`src/rtl/pll_lock_supervisor.sv`:
```
// PLL lock supervisor: pulses the PLL reset, synchronizes the asynchronous LOCK
// input, waits for a stable lock before releasing the design reset, retries on
// lock timeout and re-holds the design reset whenever lock is lost in RUN.
// Runs on the free-running board clock, never on a PLL output.
module pll_lock_supervisor #(
    parameter int SYNC_STAGES    = 2,
    parameter int PLL_RST_CYCLES = 16,
    parameter int LOCK_TIMEOUT   = 65536,
    parameter int STABLE_CYCLES  = 1024,
    parameter int MAX_RETRIES    = 3
) (
    input  logic                               clock,
    input  logic                               reset,
    input  logic                               pll_locked,
    output logic                               pll_rst,
    output logic                               sys_rst,
    output logic                               ready,
    output logic                               fail,
    output logic [7:0]                         lock_loss_count,
    output logic [$clog2(MAX_RETRIES+1)-1:0]   retry_count
);

    // Largest interval the cycle counter has to cover; the counter only ever
    // reaches (interval - 1) because it is cleared on every state change.
    localparam int MAX_A   = (PLL_RST_CYCLES > LOCK_TIMEOUT) ? PLL_RST_CYCLES : LOCK_TIMEOUT;
    localparam int MAX_CYC = (MAX_A > STABLE_CYCLES) ? MAX_A : STABLE_CYCLES;
    localparam int CW      = (MAX_CYC > 2) ? $clog2(MAX_CYC) : 1;
    localparam int RW      = $clog2(MAX_RETRIES+1);

    typedef enum logic [2:0] {
        ST_PLL_RST   = 3'd0,
        ST_WAIT_LOCK = 3'd1,
        ST_STABILIZE = 3'd2,
        ST_RUN       = 3'd3,
        ST_FAIL      = 3'd4
    } state_t;

    logic [SYNC_STAGES-1:0] sync_r;
    logic                   lock_s;
    state_t                 state_r;
    state_t                 state_nx_s;
    logic [CW-1:0]          cnt_r;
    logic [CW-1:0]          cnt_nx_s;
    logic [RW-1:0]          retry_r;
    logic [7:0]             loss_r;
    logic                   retry_inc_s;
    logic                   loss_inc_s;
    logic                   pll_rst_r;
    logic                   sys_rst_r;
    logic                   ready_r;
    logic                   fail_r;

    // Every decision below uses only the last synchronizer stage.
    assign lock_s = sync_r[SYNC_STAGES-1];

    // Bring the asynchronous PLL LOCK into the clock domain.
    always_ff @(posedge clock or posedge reset) begin
        if (reset) begin
            sync_r <= {SYNC_STAGES{1'b0}};
        end else begin
            sync_r <= {sync_r[SYNC_STAGES-2:0], pll_locked};
        end
    end

    // Next-state decision plus retry / lock-loss increment requests.
    always_comb begin
        state_nx_s  = state_r;
        retry_inc_s = 1'b0;
        loss_inc_s  = 1'b0;
        case (state_r)
            ST_PLL_RST: begin
                if (cnt_r == CW'(PLL_RST_CYCLES-1)) begin
                    state_nx_s = ST_WAIT_LOCK;
                end else begin
                    state_nx_s = ST_PLL_RST;
                end
            end
            ST_WAIT_LOCK: begin
                // A lock seen on the timeout cycle takes priority over the retry.
                if (lock_s) begin
                    state_nx_s = ST_STABILIZE;
                end else if (cnt_r == CW'(LOCK_TIMEOUT-1)) begin
                    if (retry_r < RW'(MAX_RETRIES)) begin
                        state_nx_s  = ST_PLL_RST;
                        retry_inc_s = 1'b1;
                    end else begin
                        state_nx_s = ST_FAIL;
                    end
                end else begin
                    state_nx_s = ST_WAIT_LOCK;
                end
            end
            ST_STABILIZE: begin
                // Any low cycle restarts the whole lock wait and stabilization.
                if (!lock_s) begin
                    state_nx_s = ST_WAIT_LOCK;
                end else if (cnt_r == CW'(STABLE_CYCLES-1)) begin
                    state_nx_s = ST_RUN;
                end else begin
                    state_nx_s = ST_STABILIZE;
                end
            end
            ST_RUN: begin
                if (!lock_s) begin
                    state_nx_s = ST_WAIT_LOCK;
                    loss_inc_s = 1'b1;
                end else begin
                    state_nx_s = ST_RUN;
                end
            end
            ST_FAIL: begin
                state_nx_s = ST_FAIL;
            end
            default: begin
                state_nx_s = ST_PLL_RST;
            end
        endcase
    end

    // Cycle counter: cleared on every transition and parked in RUN/FAIL.
    always_comb begin
        cnt_nx_s = {CW{1'b0}};
        if ((state_nx_s != state_r) || (state_r == ST_RUN) || (state_r == ST_FAIL)) begin
            cnt_nx_s = {CW{1'b0}};
        end else begin
            cnt_nx_s = cnt_r + CW'(1);
        end
    end

    // State, counters and outputs; outputs are registered from the next state
    // so they line up exactly with the state they describe.
    always_ff @(posedge clock or posedge reset) begin
        if (reset) begin
            state_r   <= ST_PLL_RST;
            cnt_r     <= {CW{1'b0}};
            retry_r   <= {RW{1'b0}};
            loss_r    <= 8'd0;
            pll_rst_r <= 1'b1;
            sys_rst_r <= 1'b1;
            ready_r   <= 1'b0;
            fail_r    <= 1'b0;
        end else begin
            state_r <= state_nx_s;
            cnt_r   <= cnt_nx_s;
            if (retry_inc_s) begin
                retry_r <= retry_r + RW'(1);
            end else begin
                retry_r <= retry_r;
            end
            if (loss_inc_s && (loss_r != 8'hFF)) begin
                loss_r <= loss_r + 8'd1;
            end else begin
                loss_r <= loss_r;
            end
            pll_rst_r <= (state_nx_s == ST_PLL_RST) || (state_nx_s == ST_FAIL);
            sys_rst_r <= (state_nx_s != ST_RUN);
            ready_r   <= (state_nx_s == ST_RUN);
            fail_r    <= (state_nx_s == ST_FAIL);
        end
    end

    assign pll_rst         = pll_rst_r;
    assign sys_rst         = sys_rst_r;
    assign ready           = ready_r;
    assign fail            = fail_r;
    assign lock_loss_count = loss_r;
    assign retry_count     = retry_r;

endmodule
```
`config.mk`:
```
export PLATFORM = sky130hd
export DESIGN_NAME = pll_lock_supervisor
export DESIGN_NICKNAME = d
export VERILOG_FILES = /design/src/rtl/pll_lock_supervisor.sv
export SDC_FILE = /design/constraint.sdc
export NUM_CORES = 1
export LEC_CHECK = 0
export ABC_AREA = 1
export CAP_MARGIN = 30
export CORE_MARGIN = 8
export CORE_UTILIZATION = 50
export CTS_CLUSTER_SIZE = 12
export DETAILED_ROUTE_END_ITERATION = 8
export PLACE_DENSITY = 0.67
export RECOVER_POWER = 100
export REMOVE_ABC_BUFFERS = 1
export SLEW_MARGIN = 20
export SYNTH_ARGS = -nofsm -noshare
export SYNTH_HDL_FRONTEND = slang
export SYNTH_SLANG_ARGS = --single-unit
```
`constraint.sdc`:
```
create_clock -name clock -period 2.2 [get_ports clock]
set_input_delay 0.22 -clock clock [delete_from_list [all_inputs] [get_ports clock]]
set_output_delay 0.22 -clock clock [all_outputs]
set_load 0.05 [all_outputs]
```
==> flow_summary.ini <==
[outcome]
status = finished clean

[critical_path]
crit_fanout = 1
reg2reg_setup_slack_ns = 0.33
max_stage_delay_ns = 0.87
cp_data_required_time_ns = 1.98
crit_arrival_ns = 1.74
path_cells = dlygate4sd3_1
critPathLaunch = pll_rst
reg2reg_depth = 10
r2r_start = cnt_r[0]
critPathCaptureType = primary output
critPathLaunchType = flop
cp_num_buf_inv = 1
criticalPathCategory = reg2out
cp_slowest_cell = dlygate4sd3_1
r2r-end = cnt_r[5]
cp_top_family = buffers and inverters

[sta]
slew_headroom = 0.430
clock_skew_ns = 0.00713
setup_viol = 0
finalSetupTns_ns = 0
fin_crit_sh = 0.892
hold_violations = 0
slew_violations = 0
period_minus_slack_ns = 1.96
rsz0062_at_grt = false
fmax_mhz = 509
timing_worst_slew_pin_value_ns = 0.855

[cts]
clock_sinks = 35
cts_resized = 0
post_cts.repair.setup_buffers = 0
htree_levels = 2
clock_path_buffers = 2
clkTransAtPathRegs_ns = 0.10
clock_latency_ns = 0.34
postCtsHoldBufs = 0
cts_tree = done
cts_root_buf = clkbuf_4
cts_buffers = 5

[global_routing]
grt_pass1_vias = 1216
gr-usage-met1 = 0.156
grt-busiest-layer = met2
grt_pass1_wl_mm = 5.28
grt_use_met2 = 0.190
antenna_found_initial = 0
grt_max_degree = 36
grt_overflow = 0
track_usage = 0.125
grtUsageMet3 = 0.0320

[cells_and_area]
syn2layout_area_growth_pct = 17.6
fillers = 294
drive_above_1_share = 0.0995
fin_nets = 226
antenna-diode-count = 0

[worst_hold_path]
hold_end = sync_r[1]
whs_path_depth = 0
hold_start = sync_r[0]
min_path_type = reg2reg

[placement]
gp_congestion = 0.836
io_buffers = 16
hpwl_mm = 2.42

[logic_synthesis]
async_reset_ff_frac = 1.00
synthCells = 197
yosysTopAreaCell = dfrtp_1
synth_top_flop_cell = dfrtp_1
synth_top_area_frac = 0.481
avgSynthCellArea_um2 = 8.72
yosysMostFrequentCell = nand2_1
synthTopCellsByArea = dfrtp_1 48%, nand2_1 8.7%, nor2_1 8.3%
synthTopCellsByCount = 40 x nand2_1, 38 x nor2_1, 33 x dfrtp_1, 23 x inv_1, 13 x xor2_1
synth_edf_count = 0
synth_cell_types = 24
ys_ff_latch = 35
synth_area_mm2 = 0.00172
seq_area_frac_synth = 0.511
yosys_warnings = 0

[route]
postRouteAntennaNets = 0
routedWlPerCell_um = 11.9
wirelength_mm = 3.19
drc = 0
drtIter0Drc = 50
firstDrtPassIters = 4
vias = 1285
via_per_inst = 4.81

[floorplanning]
die_h_um = 74.6
dieArea_mm2 = 0.00557
fp.dieW_um = 74.6
start_util = 0.519
ios = 17
core_area_mm2 = 0.00331
row_count = 21

[pwr]
p_total_uw = 1860
p_leak_uw = 0.000998
irDropWorstVdd_mv = 0.517
p_per_area_mw_per_mm2 = 921

[job]
max_cap_viol_count = 0
[power breakdown]
part | leakage (uW) | internal [uW] | switching [uW]
combinational | 0.000476 | 151 | 344
clock | 0.0000525 | 355 | 209
sequential | 0.000470 | 726 | 75.0
total | 0.000998 | 1230 | 628
[stage by stage]
stage	cells	hold slack, ns	area [um^2]	setup WS (ns)	utilization
floorplan	196	0.251	1710	0.529	-
global placement	259	0.335	1930	0.481	0.584
detailed placement	259	0.337	1930	0.390	0.584
CTS	267	0.276	2030	0.270	0.614
global route	267	0.363	2020	0.115	0.610
finish	267	0.356	2020	0.237	0.610
[cell usage in the layout (no fill, tap or decap), drive strengths merged]
cell,count
nor4,2
dfrtp,33
dfstp,2
ha,3
inv,24
nand2,46
o21ai,5
mux2,1
clkbuf,7
xnor2,7
dlygate4sd3,16
nand4,3
bufinv,2
a21oi,2
xor2,13
nand3,8
nor2,43
nor3,4
[how the worst max path moves through the flow]
stage | end | slack, ns | cells after the start
after floorplan | lock_loss_count[5] | 0.53 | 9
after global placement | cnt_r[8] | 0.48 | 10
after detailed placement | cnt_r[9] | 0.39 | 10
after CTS | pll_rst | 0.27 | 1
after global routing | cnt_r[5] | 0.11 | 10
final | pll_rst | 0.24 | 1
[state kept, by name, indices dropped and copies added (netlist names)]
| name | count |
|---|---|
| cnt_r | 16 |
| ready | 1 |
| retry_count | 2 |
| pll_rst | 1 |
| sync_r | 2 |
| fail | 1 |
| lock_loss_count | 8 |
| state_r | 3 |
| sys_rst | 1 |
[routing by layer]
| metal | share of wire | wire (um) |
|---|---|---|
| met5 | 0 | 0 |
| met4 | 0.017 | 53 |
| met3 | 0.051 | 162 |
| met2 | 0.47 | 1510 |
| met1 | 0.46 | 1460 |
[area by class of cell]
type                            count  area, um^2  share of cell area
Multi-Input combinational cell    137         727               0.360
Sequential cell                    35         878               0.435
Timing Repair Buffer               17         165              0.0818
Clock inverter                      2        60.1              0.0297
Clock buffer                        6        41.3              0.0204
Tap cell                           46        57.6              0.0285
Inverter                           24        90.1              0.0446
[logic make-up (layout without fill, tap and decap cells)]
kind of cell	count (synthesis)	count (layout)	synth area share
muxes	1	1	0.00655
xor gates and xnor gates	20	20	0.102
buffers and inverters	25	49	0.0590
DFF	35	35	0.511
AOI/OAI and AO/OA	7	7	0.0226
and+or+nand+nor	106	106	0.277
adders and majority gates	3	3	0.0219
Power figures use the tool's default switching activity.
